### config.mk
export PLATFORM = sky130hd
export DESIGN_NAME = fc_pe_feeder_flat
export DESIGN_NICKNAME = d
export VERILOG_FILES = /design/src/rtl/fc_pe_feeder_if.sv /design/src/rtl/fc_pe_feeder.sv /design/src/flat_wrapper.sv
export SDC_FILE = /design/constraint.sdc
export NUM_CORES = 1
export LEC_CHECK = 0
export ABC_AREA = 1
export CAP_MARGIN = 5
export CORE_UTILIZATION = 40
export CTS_CLUSTER_DIAMETER = 120
export DETAILED_ROUTE_END_ITERATION = 16
export PLACE_DENSITY_LB_ADDON = 0.12
export RECOVER_POWER = 25
export SLEW_MARGIN = 20
export SYNTH_ARGS = -nofsm -noshare
export SYNTH_HDL_FRONTEND = slang
export SYNTH_SLANG_ARGS = --single-unit
### constraint.sdc
create_clock -name clk -period 2.33 [get_ports clk]
set_input_delay 0.466 -clock clk [delete_from_list [all_inputs] [get_ports clk]]
set_output_delay 0.466 -clock clk [all_outputs]
set_load 0.005 [all_outputs]
### src/rtl/fc_pe_feeder_if.sv
// fc_pe_feeder_if: start/busy/result handshake, buffer read port and PE operand bus of the FC PE feeder.
interface fc_pe_feeder_if #(
   parameter int DATA_WIDTH = 16,
   parameter int ADDR_WIDTH = 4
);
   logic                    start;
   logic                    busy;
   logic [ADDR_WIDTH-1:0]   rd_addr;
   logic [DATA_WIDTH-1:0]   in_rd_data;
   logic [DATA_WIDTH-1:0]   w_rd_data;
   logic [DATA_WIDTH-1:0]   input_fc;
   logic [DATA_WIDTH-1:0]   iweight_FC;
   logic                    start_FC;
   logic [2*DATA_WIDTH-1:0] output_fc;
   logic [2*DATA_WIDTH-1:0] result_fc;
   logic                    result_valid;
   modport master (
      input  start, in_rd_data, w_rd_data, output_fc,
      output busy, rd_addr, input_fc, iweight_FC, start_FC, result_fc, result_valid
   );
   modport slave (
      output start, in_rd_data, w_rd_data, output_fc,
      input  busy, rd_addr, input_fc, iweight_FC, start_FC, result_fc, result_valid
   );
endinterface

### src/rtl/fc_pe_feeder.sv
// fc_pe_feeder: reads activation/weight buffers, feeds spaced operand pairs to one FC PE, captures its sum.
// Define FC_FEEDER_RELU_EN to clamp negative captured results to zero.
module fc_pe_feeder #(
   parameter int DATA_WIDTH   = 16,
   parameter int N_INPUTS     = 16,
   parameter int ADDR_WIDTH   = 4,
   parameter int STEP_CYCLES  = 4,
   parameter int DRAIN_CYCLES = 6
) (
   input logic            clk,
   input logic            reset,
   fc_pe_feeder_if.master bus
);
   localparam int MAX_CNT = STEP_CYCLES > DRAIN_CYCLES ? STEP_CYCLES : DRAIN_CYCLES;
   localparam int CW = $clog2(MAX_CNT + 1);
   localparam logic [CW-1:0] STEP_LAST = CW'(STEP_CYCLES - 1);
   localparam logic [CW-1:0] DRAIN_LAST = CW'(DRAIN_CYCLES);
   localparam logic [ADDR_WIDTH-1:0] LAST_IDX = ADDR_WIDTH'(N_INPUTS - 1);
   if (STEP_CYCLES < 1 || DRAIN_CYCLES < 1 || N_INPUTS < 1 || N_INPUTS > 2**ADDR_WIDTH) begin : g_bad_params
      $error("fc_pe_feeder: illegal STEP_CYCLES/DRAIN_CYCLES/N_INPUTS/ADDR_WIDTH");
   end
   typedef enum logic [1:0] {IDLE, CLEAR, FEED, DRAIN} state_t;
   state_t                  r_state, w_state;
   logic [CW-1:0]           r_cnt, w_cnt;
   logic [ADDR_WIDTH-1:0]   r_idx, w_idx, w_addr, r_rd_addr;
   logic [DATA_WIDTH-1:0]   r_in, r_w;
   logic [2*DATA_WIDTH-1:0] r_result, w_res;
   logic                    w_load, w_cap, r_start_fc, r_busy, r_valid;
   // r_cnt is the step phase in FEED (0 = load cycle) and the drain age in DRAIN
   always_comb begin
      w_state = r_state;
      w_cnt = r_cnt;
      w_idx = r_idx;
      w_load = 1'b0;
      w_cap = 1'b0;
      case (r_state)
         IDLE: begin
            w_state = bus.start ? CLEAR : IDLE;
            w_cnt = '0;
            w_idx = '0;
         end
         CLEAR: w_state = FEED;
         FEED: begin
            w_load = r_cnt == '0;
            w_cnt = r_cnt == STEP_LAST ? '0 : r_cnt + CW'(1);
            w_idx = r_cnt == STEP_LAST && r_idx != LAST_IDX ? r_idx + ADDR_WIDTH'(1) : r_idx;
            if (w_load && r_idx == LAST_IDX) begin
               w_state = DRAIN;
               w_cnt = '0;
            end
         end
         default: begin
            w_cap = r_cnt == DRAIN_LAST;
            w_state = w_cap ? IDLE : DRAIN;
            w_cnt = r_cnt + CW'(1);
         end
      endcase
      // address leads the load by one cycle so buffer data arrives exactly on the load cycle
      w_addr = w_state inside {FEED, DRAIN} ?
               (w_idx == LAST_IDX ? LAST_IDX : w_idx + ADDR_WIDTH'(w_cnt == STEP_LAST)) : '0;
`ifdef FC_FEEDER_RELU_EN
      w_res = bus.output_fc[2*DATA_WIDTH-1] ? '0 : bus.output_fc;
`else
      w_res = bus.output_fc;
`endif
   end
   always_ff @(posedge clk) begin
      if (reset) begin
         r_state <= IDLE;
         r_cnt <= '0;
         r_idx <= '0;
         r_rd_addr <= '0;
         r_in <= '0;
         r_w <= '0;
         r_start_fc <= 1'b1;
         r_busy <= 1'b0;
         r_valid <= 1'b0;
         r_result <= '0;
      end else begin
         r_state <= w_state;
         r_cnt <= w_cnt;
         r_idx <= w_idx;
         r_rd_addr <= w_addr;
         r_in <= w_load ? bus.in_rd_data : '0;
         r_w <= w_load ? bus.w_rd_data : '0;
         r_start_fc <= w_state inside {IDLE, CLEAR};
         r_busy <= w_state != IDLE;
         r_valid <= w_cap;
         if (w_cap) r_result <= w_res;
      end
   end
   assign bus.busy = r_busy;
   assign bus.rd_addr = r_rd_addr;
   assign bus.input_fc = r_in;
   assign bus.iweight_FC = r_w;
   assign bus.start_FC = r_start_fc;
   assign bus.result_fc = r_result;
   assign bus.result_valid = r_valid;
endmodule
### src/flat_wrapper.sv
// flat-port wrapper written by rule: the top's interface ports become plain ports
module fc_pe_feeder_flat 
#(
   parameter int DATA_WIDTH   = 16,
   parameter int N_INPUTS     = 16,
   parameter int ADDR_WIDTH   = 4,
   parameter int STEP_CYCLES  = 4,
   parameter int DRAIN_CYCLES = 6
)
  (clk, reset, bus_start, bus_in_rd_data, bus_w_rd_data, bus_output_fc, bus_busy, bus_rd_addr, bus_input_fc, bus_iweight_FC, bus_start_FC, bus_result_fc, bus_result_valid);
  fc_pe_feeder_if #(.DATA_WIDTH(DATA_WIDTH), .ADDR_WIDTH(ADDR_WIDTH)) bus_i ();
  input logic clk;
  input logic reset;
  input wire logic [$bits(bus_i.start)-1:0] bus_start;
  input wire logic [$bits(bus_i.in_rd_data)-1:0] bus_in_rd_data;
  input wire logic [$bits(bus_i.w_rd_data)-1:0] bus_w_rd_data;
  input wire logic [$bits(bus_i.output_fc)-1:0] bus_output_fc;
  output wire logic [$bits(bus_i.busy)-1:0] bus_busy;
  output wire logic [$bits(bus_i.rd_addr)-1:0] bus_rd_addr;
  output wire logic [$bits(bus_i.input_fc)-1:0] bus_input_fc;
  output wire logic [$bits(bus_i.iweight_FC)-1:0] bus_iweight_FC;
  output wire logic [$bits(bus_i.start_FC)-1:0] bus_start_FC;
  output wire logic [$bits(bus_i.result_fc)-1:0] bus_result_fc;
  output wire logic [$bits(bus_i.result_valid)-1:0] bus_result_valid;
  assign bus_i.start = bus_start;
  assign bus_i.in_rd_data = bus_in_rd_data;
  assign bus_i.w_rd_data = bus_w_rd_data;
  assign bus_i.output_fc = bus_output_fc;
  assign bus_busy = bus_i.busy;
  assign bus_rd_addr = bus_i.rd_addr;
  assign bus_input_fc = bus_i.input_fc;
  assign bus_iweight_FC = bus_i.iweight_FC;
  assign bus_start_FC = bus_i.start_FC;
  assign bus_result_fc = bus_i.result_fc;
  assign bus_result_valid = bus_i.result_valid;
  fc_pe_feeder #(.DATA_WIDTH(DATA_WIDTH), .N_INPUTS(N_INPUTS), .ADDR_WIDTH(ADDR_WIDTH), .STEP_CYCLES(STEP_CYCLES), .DRAIN_CYCLES(DRAIN_CYCLES)) u_core (.clk(clk), .reset(reset), .bus(bus_i));
endmodule
* After elaboration in Yosys (flattened, before gate mapping)
Cells that the tools add are included.
Storage, ports and cells: bits of input ports 67, output and inout port bits 71, flip-flop bits (word level) 80, word-level logic and storage cells 49
Operators by class: equal/unequal tests 11, add/sub/neg operators 3, bitwise operators 2, multiplexer cells 12, reductions and logical operators 11
Operator list (number):
- $pmux 3 s3 | 1
- $eq 4x4->1 const B | 2
- $mux 4 | 2
- $pmux 4 s2 | 1
- $eq 2x2->1 const B | 3
- $eq 3x2->1 const B | 2
- $mux 3 | 2
- $pmux 2 s3 | 1
- $reduce_bool 2->1 | 3
- $add 4x1->4 | 1
- $add 4x1->4 const B | 1
- $eq 2x1->1 const B | 2
- $logic_not 2->1 | 2
- $mux 2 | 2
- $ne 4x4->1 const B | 1
- $reduce_or 2->1 | 2
- $add 3x1->3 const B | 1
- $eq 3x3->1 const B | 1
- $logic_not 3->1 | 1
- $mux 1 | 3
- $reduce_or 3->1 | 1
- $logic_and 1x1->1 | 2
- $not 1->1 | 2

* Longest topological paths before layout
Gate-level depths: netlist of the first run.
depth in word-level cells 8, mapped depth 14, mapped depth without buffers 14

* Worst setup path after synthesis of the first run
OpenSTA, ideal clock, no wires.
path kind register -> register, from reg u_core.r_cnt[0], to reg u_core.r_rd_addr[2] (netlist: u_core.bus.rd_addr[2]), setup time 118 ps, buffers on the path 0, cell stages (with the launch flop) 12, arrival time 1808 ps, slack 403 ps, data required time 2212 ps, period minus slack after synthesis 1927 ps, path through dfxtp_1 > ha_1 > ha_1 > o31ai_2 > nand2_1 > nand2_1 > nand2_1 > nor2_1 > ha_1 > ha_1 > xor2_1 > a21oi_1
On the way: longest elaborated chain between the ends 8, elaborated cells between the ends (all ways) 23, classes of those cells add/sub: 2; eq/ne: 6; mux: 9; bitwise: 1; reduce/logical: 5
RTL lines:
- start, declared | line fc_pe_feeder.sv:24 | logic [CW-1:0] r_cnt, w_cnt;
- start signal, assigned | line fc_pe_feeder.sv:81 | r_cnt <= w_cnt;
- branches (longest 8 deep; another with $add 4x1->4)
- end signal, assigned | line fc_pe_feeder.sv:83 | r_rd_addr <= w_addr;
- end, declared | line fc_pe_feeder.sv:25 | logic [ADDR_WIDTH-1:0] r_idx, w_idx, w_addr, r_rd_addr;
Several ways; the timed one is not identified. A chain may end at the register's enable or synchronous reset.

* Final worst setup path of the first run
Same ends and word-level chain as after synthesis.

==> results of run 1 <==
[synthesized netlist by cell type, drive strengths merged]
cell type	instances	share of area
inv	50	0.066
nand2	87	0.12
dfxtp	80	0.55
o31ai	1	0.0043
o21bai	1	0.0026
o21ai	3	0.0052
nand3b	1	0.0026
o22ai	1	0.0022
nor3	1	0.0017
nor2	47	0.066
clkbuf	7	0.0091
a21oi	10	0.020
nand4	4	0.0087
nand3	38	0.073
ha	12	0.052
xor2	1	0.0030
buf	7	0.012
[cells by family (layout without fill, tap and decap cells)]
logic type / Yosys count / after routing / share of synthesized area
XOR/XNOR: 1 / 1 / 0.003032
flip-flops: 80 / 80 / 0.5544
AND/OR/NAND/NOR: 178 / 178 / 0.2694
adder cells (fa/ha/maj): 12 / 12 / 0.05197
AO/OA/AOI/OAI: 16 / 16 / 0.03422
buffers and inverters: 64 / 209 / 0.08706
[what timing repair did]
item | CTS | global route
setup endpoints to repair | 0 | 1
resized for setup | 0 | 1
hold buffers | 0 | 0
[path summary, 6_finish.rpt]
path                                   end  slack (ns)  cells after the start
setup / recovery     u_core.bus.rd_addr[2]        0.24                     11
hold / removal    u_core.bus.result_fc[22]        0.47                      2
setup reg to reg     u_core.bus.rd_addr[2]        0.24                     11
hold reg to reg   u_core.bus.result_fc[22]        0.47                      2
[power groups by stage]
stage | registers (W) | logic [W] | clock network (W)
floorplan | 0.00147 | 0.000128 | 0
global placement | 0.00146 | 0.000345 | 0
detailed placement | 0.00146 | 0.000348 | 0
CTS | 0.00143 | 0.000351 | 0.00109
finish | 0.00143 | 0.000342 | 0.00106
global route | 0.00144 | 0.000380 | 0.00115
[per-stage QoR]
| stage | utilization | worst slack (ns) | std cells |
|---|---|---|---|
| after CTS | 0.6683 | 0.2235 | 592 |
| after global placement | 0.6372 | 0.3118 | 576 |
| after global routing | 0.6668 | 0.03524 | 592 |
| final | 0.6668 | 0.2428 | 592 |
| after detailed placement | 0.6372 | 0.2613 | 576 |
| after floorplan | - | 0.4033 | 351 |
[cell type report]
cell class / instances / area share
Clock inverter: 5 / 0.01366
Sequential cell: 80 / 0.3496
Multi-Input combinational cell: 207 / 0.2240
Timing Repair Buffer: 143 / 0.3119
Clock buffer: 11 / 0.03305
Inverter: 50 / 0.04152
Tap cell: 96 / 0.02622
[registers in the layout (all words and copies together), names as in the netlist]
name	flops
u_core.bus.result_fc	32
u_core.r_state	2
u_core.bus.iweight_FC	16
u_core.bus.result_valid	1
u_core.bus.busy	1
u_core.r_idx	4
u_core.bus.start_FC	1
u_core.bus.input_fc	16
u_core.bus.rd_addr	4
u_core.r_cnt	3
[routing by layer]
layer,GRT usage,vias to the layer above
met5,0,-
met4,0.06818,0
met3,0.06066,7
met2,0.3243,94
met1,0.2067,1133
li1,-,1354
[worst max-delay path, stage by stage, from the launching register on]
cell	delay (ns)
dfxtp_1	0.34
ha_1	0.22
ha_1	0.27
o31ai_4	0.26
nand2_1	0.10
nand2_1	0.06
nand2_1	0.05
nor2_1	0.10
ha_1	0.20
ha_1	0.17
xor2_1	0.13
a21oi_1	0.07
[layout by cell type, fill, tap and decap left out]
cell             Yosys  routed
xor2_1               1       1
clkbuf_8             0      11
buf_4                1       5
nor3_1               1       1
o31ai_4              0       1
nor2_4               1       1
nand3_1             34      36
o21bai_1             1       1
nand2_2              5       5
dlygate4sd3_1        0      24
inv_6                0       1
dfxtp_1             80      80
nor2_2               3       1
o21ai_0              0       1
nand3b_1             1       1
buf_12               0       1
nand3_2              4       2
a21oi_2              2       1
clkinv_4             0       1
nor2_1              43      45
clkinvlp_4           0       2
a21oi_1              8       9
inv_4                1       1
nand2_1             82      82
bufinv_16            0       1
ha_1                12      12
clkdlybuf4s50_1      0     113
inv_2                3       3
o21ai_1              3       2
o22ai_1              1       1
inv_1               46      46
nand4_1              4       4
==> results_dict.tcl, run 1 <==
set metrics [dict create \
    status "completed" \
    wl_met3_um 545 \
    yosys_warnings 0 \
    yosysSeqAreaShare 0.5544 \
    drc_errors 0 \
    p_seq_frac 0.506 \
    leakage_nw 2.134 \
    cts.sinks 80 \
    viasPerCell 4.372 \
    period_share 0.8958 \
    seq_area_mm2 0.001602 \
    fin_area_mm2 0.004581 \
    worstPathArrival_ns 2.32 \
    irDropWorstVdd_v 0.0003770 \
    grt_max_degree 33 \
    cp-end-kind "register" \
    syn-cell-area_mm2 0.002889 \
    synth.avg_cell_area_um2 8.231 \
    required_ns 2.56 \
    period_minus_slack_ns 2.087 \
    synth_cells 351 \
    rows 30 \
    wl_met2_um 3388 \
    gr-total-overflow 0 \
    vias 2588 \
    p_int_w 0.002174 \
    syn_to_final_growth_pct 58.55 \
    powerDensity_mw_per_mm2 617.5 \
    grt_pass1_vias 2448 \
    initial_core_util 0.4206 \
    clock_skew_ns 0.005780 \
    port_buffers 137 \
    place_congestion 0.8356 \
    dieArea_mm2 0.007566 \
    finalHoldViolations 0 \
    htree_num_levels 3 \
    antennaDiodeCount 0 \
    grt_first_pass_wirelength_um 10820 \
    clockBufferDepth 2 \
    top_layer "met4" \
    critPathKind "reg -> reg" \
    p_sw_w 0.0006550 \
    wl_um 6829 \
    drv_slew 0 \
    min_path_type "reg -> reg" \
    antenna_left 0 \
    hold_slack_ns 0.4707 \
    die_w_um 86.99 \
    cts_tree "yes" \
    crit_path_max_fanout 6 \
    setup_viol 0 \
    worst_slew_pin_slew_ns 0.5082 \
    grt.total_usage 0.1842 \
    slew_headroom 0.6602 \
    drtPass1Iterations 4 \
    layout.nets 570 \
    synthesis.nets 430 \
    multi_input_area_mm2 0.001026 \
    fin_tns_setup_ns 0 \
    first_iter_violations 112 \
    cts_root_buf "clkbuf_8" \
    drive_gt1_frac 0.07460 \
    die_y_um 86.99 \
    place_hpwl_um 5001 \
    drv_cap 0 \
    coreArea_mm2 0.006869 \
    rr_startpoint "u_core.r_cnt[0]" \
    synth_cell_types 26 \
    rsz0062_at_grt "false" \
    wl_met1_um 2827 \
    clkTransAtPathRegs_ns 0.08 \
    antenna_found_initial 0 \
    combPwrFrac 0.121 \
    switching_share 0.2315 \
    cp-startpoint "u_core.r_cnt[0]" \
    power_w 0.002829 \
    min_from "u_core.bus.result_fc[22]" \
    fillers 594 \
    clk_latency_ns 0.34 \
    drt-wirelength-per-cell_um 11.54 \
    numCtsBuffers 9 \
    start_kind "register" \
    fmax_ghz 0.4791 \
    ys_ff_latch 80 \
    ioPinCount 138 \
    clockPowerShare 0.373 \
    dpl_cell_area_mm2 0.004377 \
    postCtsSetupBuffers 0 \
]
(Power assumes the default switching activity.)
==> run 2: changes to the inputs <==
SKIP_CTS_REPAIR_TIMING = 1   (was unset)
TNS_END_PERCENT = 10   (was unset)
==> results of run 2 <==
Same layout as run 1: the final DEF is identical, and so are final timing and power.
